**config.mk**
```make
export PLATFORM = sky130hd
export DESIGN_NAME = reg_file_wr_dec
export DESIGN_NICKNAME = d
export VERILOG_FILES = /design/src/rtl/mips_pkg.sv /design/src/rtl/reg_file_rd_port.sv /design/src/rtl/reg_file_wr_dec.sv
export SDC_FILE = /design/constraint.sdc
export NUM_CORES = 2
export LEC_CHECK = 0
export CAP_MARGIN = 15
export CELL_PAD_IN_SITES_DETAIL_PLACEMENT = 1
export CELL_PAD_IN_SITES_GLOBAL_PLACEMENT = 1
export CORE_MARGIN = 4
export CORE_UTILIZATION = 54
export DETAILED_ROUTE_END_ITERATION = 10
export GPL_TIMING_DRIVEN = 1
export PLACE_DENSITY = 0.78
export SETUP_SLACK_MARGIN = 0.3
export SYNTH_ARGS = -nofsm -noshare
export SYNTH_HDL_FRONTEND = slang
export SYNTH_HIERARCHICAL = 1
export SYNTH_SLANG_ARGS = --single-unit
export TNS_END_PERCENT = 50
```
**constraint.sdc**
```tcl
create_clock -name clk -period 2.4 [get_ports clk]
set_input_delay 0.48 -clock clk [delete_from_list [all_inputs] [get_ports clk]]
set_output_delay 0.48 -clock clk [all_outputs]
set_load 0.005 [all_outputs]
```
**src/rtl/mips_pkg.sv**
```systemverilog
// Shared constants and types for the MIPS core datapath.
package mips_pkg;

   localparam int DATA_W = 32;
   localparam int ADDR_W = 5;

   localparam logic [4:0] REG_ZERO = 5'd0;

   localparam logic [15:0] WR_COUNT_MAX = 16'hFFFF;

   typedef logic [4:0]  reg_addr_t;
   typedef logic [31:0] word_t;

endpackage

```
**src/rtl/reg_file_rd_port.sv**
```systemverilog
// One register-file read port: 32:1 select of the register array, with
// register 0 forced to zero. When REG_FILE_WR_BYPASS_EN is defined, a write
// in flight to the same address is returned in the same cycle.
module reg_file_rd_port #(
   parameter int DATA_W = mips_pkg::DATA_W,
   parameter int ADDR_W = mips_pkg::ADDR_W
) (
   input  logic [2**ADDR_W-1:0][DATA_W-1:0] regs,
   input  logic [ADDR_W-1:0]                ra,
`ifdef REG_FILE_WR_BYPASS_EN
   input  logic                             we,
   input  logic [ADDR_W-1:0]                wa,
   input  logic [DATA_W-1:0]                wd,
`endif
   output logic [DATA_W-1:0]                rd
);

   import mips_pkg::*;

   logic addr_is_zero;

   assign addr_is_zero = (ra == ADDR_W'(REG_ZERO));

`ifdef REG_FILE_WR_BYPASS_EN
   // Select register data; a same-address write in this cycle wins.
   always_comb begin
      rd = regs[ra];
      if (addr_is_zero) begin
         rd = '0;
      end else if (we && (wa == ra)) begin
         rd = wd;
      end
   end
`else
   // Select register data; register 0 always reads zero.
   always_comb begin
      rd = regs[ra];
      if (addr_is_zero) begin
         rd = '0;
      end
   end
`endif

endmodule

```
**src/rtl/reg_file_wr_dec.sv**
```systemverilog
// 32 x 32 register file: one-hot decoded write port, two combinational read
// ports and a saturating count of accepted writes.
// Optional macro REG_FILE_WR_BYPASS_EN: read ports return write data of a
// same-address write in the same cycle (write-first behaviour).
module reg_file_wr_dec #(
   parameter int DATA_W = mips_pkg::DATA_W,
   parameter int ADDR_W = mips_pkg::ADDR_W
) (
   input  logic              clk,
   input  logic              rst_n,
   input  logic              we,
   input  logic [ADDR_W-1:0] wa,
   input  logic [DATA_W-1:0] wd,
   input  logic [ADDR_W-1:0] ra1,
   input  logic [ADDR_W-1:0] ra2,
   output logic [DATA_W-1:0] rd1,
   output logic [DATA_W-1:0] rd2,
   output logic [15:0]       wr_count
);

   import mips_pkg::*;

   localparam int DEPTH = 2**ADDR_W;

   logic [DEPTH-1:0][DATA_W-1:0] regs;
   logic [DEPTH-1:0]             wr_en;
   logic                         wr_accept;

   // A write to register 0 is dropped here, so it never counts or stores.
   assign wr_accept = we && (wa != ADDR_W'(REG_ZERO));

   // One-hot write enable decoded from the write address.
   always_comb begin
      wr_en = '0;
      if (wr_accept) begin
         wr_en[wa] = 1'b1;
      end
   end

   // Register storage; bit 0 of the decode is never set, so reg 0 stays zero.
   always_ff @(posedge clk or negedge rst_n) begin
      if (!rst_n) begin
         regs <= '0;
      end else begin
         for (int i = 0; i < DEPTH; i++) begin
            if (wr_en[i]) begin
               regs[i] <= wd;
            end
         end
      end
   end

   // Accepted-write counter that sticks at its maximum instead of wrapping.
   always_ff @(posedge clk or negedge rst_n) begin
      if (!rst_n) begin
         wr_count <= '0;
      end else if (wr_accept && (wr_count != WR_COUNT_MAX)) begin
         wr_count <= wr_count + 16'd1;
      end
   end

   reg_file_rd_port #(
      .DATA_W (DATA_W),
      .ADDR_W (ADDR_W)
   ) u_rd_port1 (
      .regs (regs),
      .ra   (ra1),
`ifdef REG_FILE_WR_BYPASS_EN
      .we   (we),
      .wa   (wa),
      .wd   (wd),
`endif
      .rd   (rd1)
   );

   reg_file_rd_port #(
      .DATA_W (DATA_W),
      .ADDR_W (ADDR_W)
   ) u_rd_port2 (
      .regs (regs),
      .ra   (ra2),
`ifdef REG_FILE_WR_BYPASS_EN
      .we   (we),
      .wa   (wa),
      .wd   (wd),
`endif
      .rd   (rd2)
   );

endmodule

```
==> qor.txt <==
status - finished with violations
failing checks - setup timing
Worst path max stage delay - 510 ps
Mapped Area - 55700 sq um
post-route cell area - 68900 sq um
Vias - 44100
first-pass GRT wire length - 346 mm
met2 Usage GRT - 66.5%
met1 GRT Util - 53.5%
Root Driver - clkbuf_16
Initial Util - 54.6%
Crit path buffers/inverters - 2
final setup violation count - 64
Die ar. - 108000 sq um
endpoint class of the critical path - primary output
TritonCTS clock tree - yes
grt ovf - 0
PortBufs - 129
post-synthesis adder-cell area fraction - 0.0225%
dpl cell area - 61900 sq um
Fin Clk Skew - 3.79 ps
largest net degree at the start of global routing - 91
FILL cells - 8656
Cells after Synth - 3693
DRC - 0
main combinational cell family by area after synthesis - multiplexers
minimum clock period - 3310 ps
worst-path maximum fanout - 3
Inserted Clock Buffers - 114
WS Path Type - flop to primary output
Slew @ Worst Pin - 659 ps
HP Class - input pin to async pin
placed wire-length estimate - 131 mm
routed len/inst - 47.3 microns
initial antenna violation count - 10
Synth async-reset ratio - 100%
CTS Sinks - 1040
Finished Core Util - 67.5%
Rel. slew slack - 55.6%
vias in the first global route - 46500
register bit total from synthesis - 1040
antenna viol nets, final - 0
fin nets - 4127
clk_lat worst skew - 720 ps
CTS H-tree lvls - 3
largest cells by area after synthesis - dfrtp_1, mux2_2, mux4_2
GR Util met3 - 14.7%
count leader, synth - mux2_2
Max-Cap Viols - 0
fmax - 0.302 GHz
mux cell area share after synthesis - 41.8%
Yosys warnings - 6
global route hottest layer - met2
Total GRT Usage - 44.3%
post-synthesis sequential area ratio - 46.7%
core area - 102000 sq um
fin. max-slew vios - 0
CP Data Required Time - 1920 ps
critical path depth - 6
Syn-to-layout area delta - 23.7%
1st-iter DRT viols - 6559
Synthesized Nets - 3744
placed cells - 5217
leading area contributor after synthesis - dfrtp_1
Cell Pwr Density - 855 nW/um^2
Yosys cell types - 54
CTS Buffer Depth - 3
Critical-path top delay cell - mux4_2
Most used DFF post-synth - dfrtp_1
Fin Setup TNS - -35290 ps
post-synthesis compound-gate area fraction - 4.86%
Synth Area in XOR/XNOR - 0.204%
Synth Area in Simple Gates - 2.10%
Tot Pwr - 58.9 mW
crit path cell chain - mux4_2 > nor2b_1 > a211oi_1 > a311oi_1 > buf_4 > buf_6
DP Worst Slack - -937 ps
post-synthesis area per instance - 15.1 sq um
fraction of layout cells with a size suffix above 1 - 63.6%
RSZ-0062 raised after global routing - true
Crit path arrival time - 2830 ps
endpoints failing hold - 0
Die H - 329 microns
placer congestion estimate - 0.885
Peak VDD IR - 0.696 mV
row count - 117
final setup margin - -906 ps
number of flops mapped to enable cells by yosys - 0
area share of the largest cell type after synthesis - 46.7%
Pleak - 29.9 nW
DR pass1 iterations - 7
top post-synthesis cells by count - mux2_2, dfrtp_1, mux4_2
worst-case reg-to-reg path depth - 5
Total Routed Length - 262 mm
final worst path period share - 138%
Via density - 7.96
fin cells - 5539
hold_ws - 274 ps
# IOs - 130
Die W - 329 microns
Crit path max-delay family - compound AO/OA/AOI/OAI gates
Reg clk slew, reported paths - 70 ps
Critical Path Start Type - flop
cells in the final DEF, fill, tap and decap left out, types with 14 or more instances in the layout:
cell	count
a211oi_2	56
nor2b_1	63
mux2_4	45
o21ai_1	42
mux2i_1	122
clkbuf_16	118
clkinv_2	25
mux4_2	448
o21ai_2	50
buf_4	364
nand2_1	39
buf_12	149
a311oi_2	49
clkbuf_1	14
dfrtp_1	1033
nor2_4	14
buf_6	49
clkbuf_8	33
a22oi_1	43
a221oi_2	30
clkdlybuf4s50_1	38
o21ai_4	22
dlygate4sd2_1	17
bufinv_16	15
a22oi_2	21
mux2_2	1001
buf_2	40
area by class of cell:
class	count	area [sq um]	area share, %
inverters	4	17.5	0.0254
flip-flops and latches	1040	26000	37.8
well taps	1368	1710	2.49
repair buffers	698	7780	11.3
clock buffers	164	3430	4.99
diodes	2	5.00	0.00727
multi-input cells	2218	29300	42.5
clock inverters	45	623	0.905
worst reg2reg max path: cells and delay by family (launching register included):
kind | cells | cell delay [ps]
adder cells (fa/ha/maj) | 1 | 210
flip-flops | 1 | 410
XOR/XNOR | 1 | 180
AND/OR/NAND/NOR | 3 | 970
flip-flops by register name, indices dropped and copies added (netlist names):
register	count
wr_count	16
regs	1024
where the power goes:
group / switching (mW) / leakage (nW) / internal, mW
sequential: 3.77 / 13.3 / 20.9
combinational: 6.68 / 14.6 / 7.62
clock: 8.41 / 2.02 / 11.5
routing by layer:
| metal | up-vias | share of wire [%] |
|---|---|---|
| met3 | 1830 | 14 |
| met1 | 22700 | 32 |
| met5 | - | 0.053 |
| met2 | 4467 | 43 |
| li1 | 15100 | - |
| met4 | 4 | 11 |
cell families (layout without fill, tap and decap cells):
kind of cell | after synthesis | count (layout)
buffers and inverters | 435 | 911
multiplexers | 1635 | 1635
adder cells (fa/ha/maj) | 1 | 1
flip-flops | 1040 | 1040
AO/OA/AOI/OAI | 372 | 372
other | 0 | 2
AND/OR/NAND/NOR | 197 | 197
XOR/XNOR | 13 | 13
worst paths after layout:
check,start,end,slack (ps)
max in group asynchronous,rst_n,regs[836]$_DFFE_PN0P_,1080
worst max-delay path,regs[109]$_DFFE_PN0P_,rd2[13],-910
worst min-delay path,rst_n,regs[570]$_DFFE_PN0P_,270
worst min register to register,regs[17]$_DFFE_PN0P_,regs[17]$_DFFE_PN0P_,400
worst max register to register,wr_count[0]$_DFFE_PN0P_,wr_count[11]$_DFFE_PN0P_,490
min in group clk,regs[17]$_DFFE_PN0P_,regs[17]$_DFFE_PN0P_,400
timing repair:
action                                 4_1_cts  5_1_grt
setup endpoints to repair                   80       64
buffers inserted                            76       25
resized for setup                          557      111
endpoints found under the hold margin       24        0
cloned                                       8        1
hold buffers                                 1        0
pin swaps                                   67       64
Power figures use the tool's default switching activity.
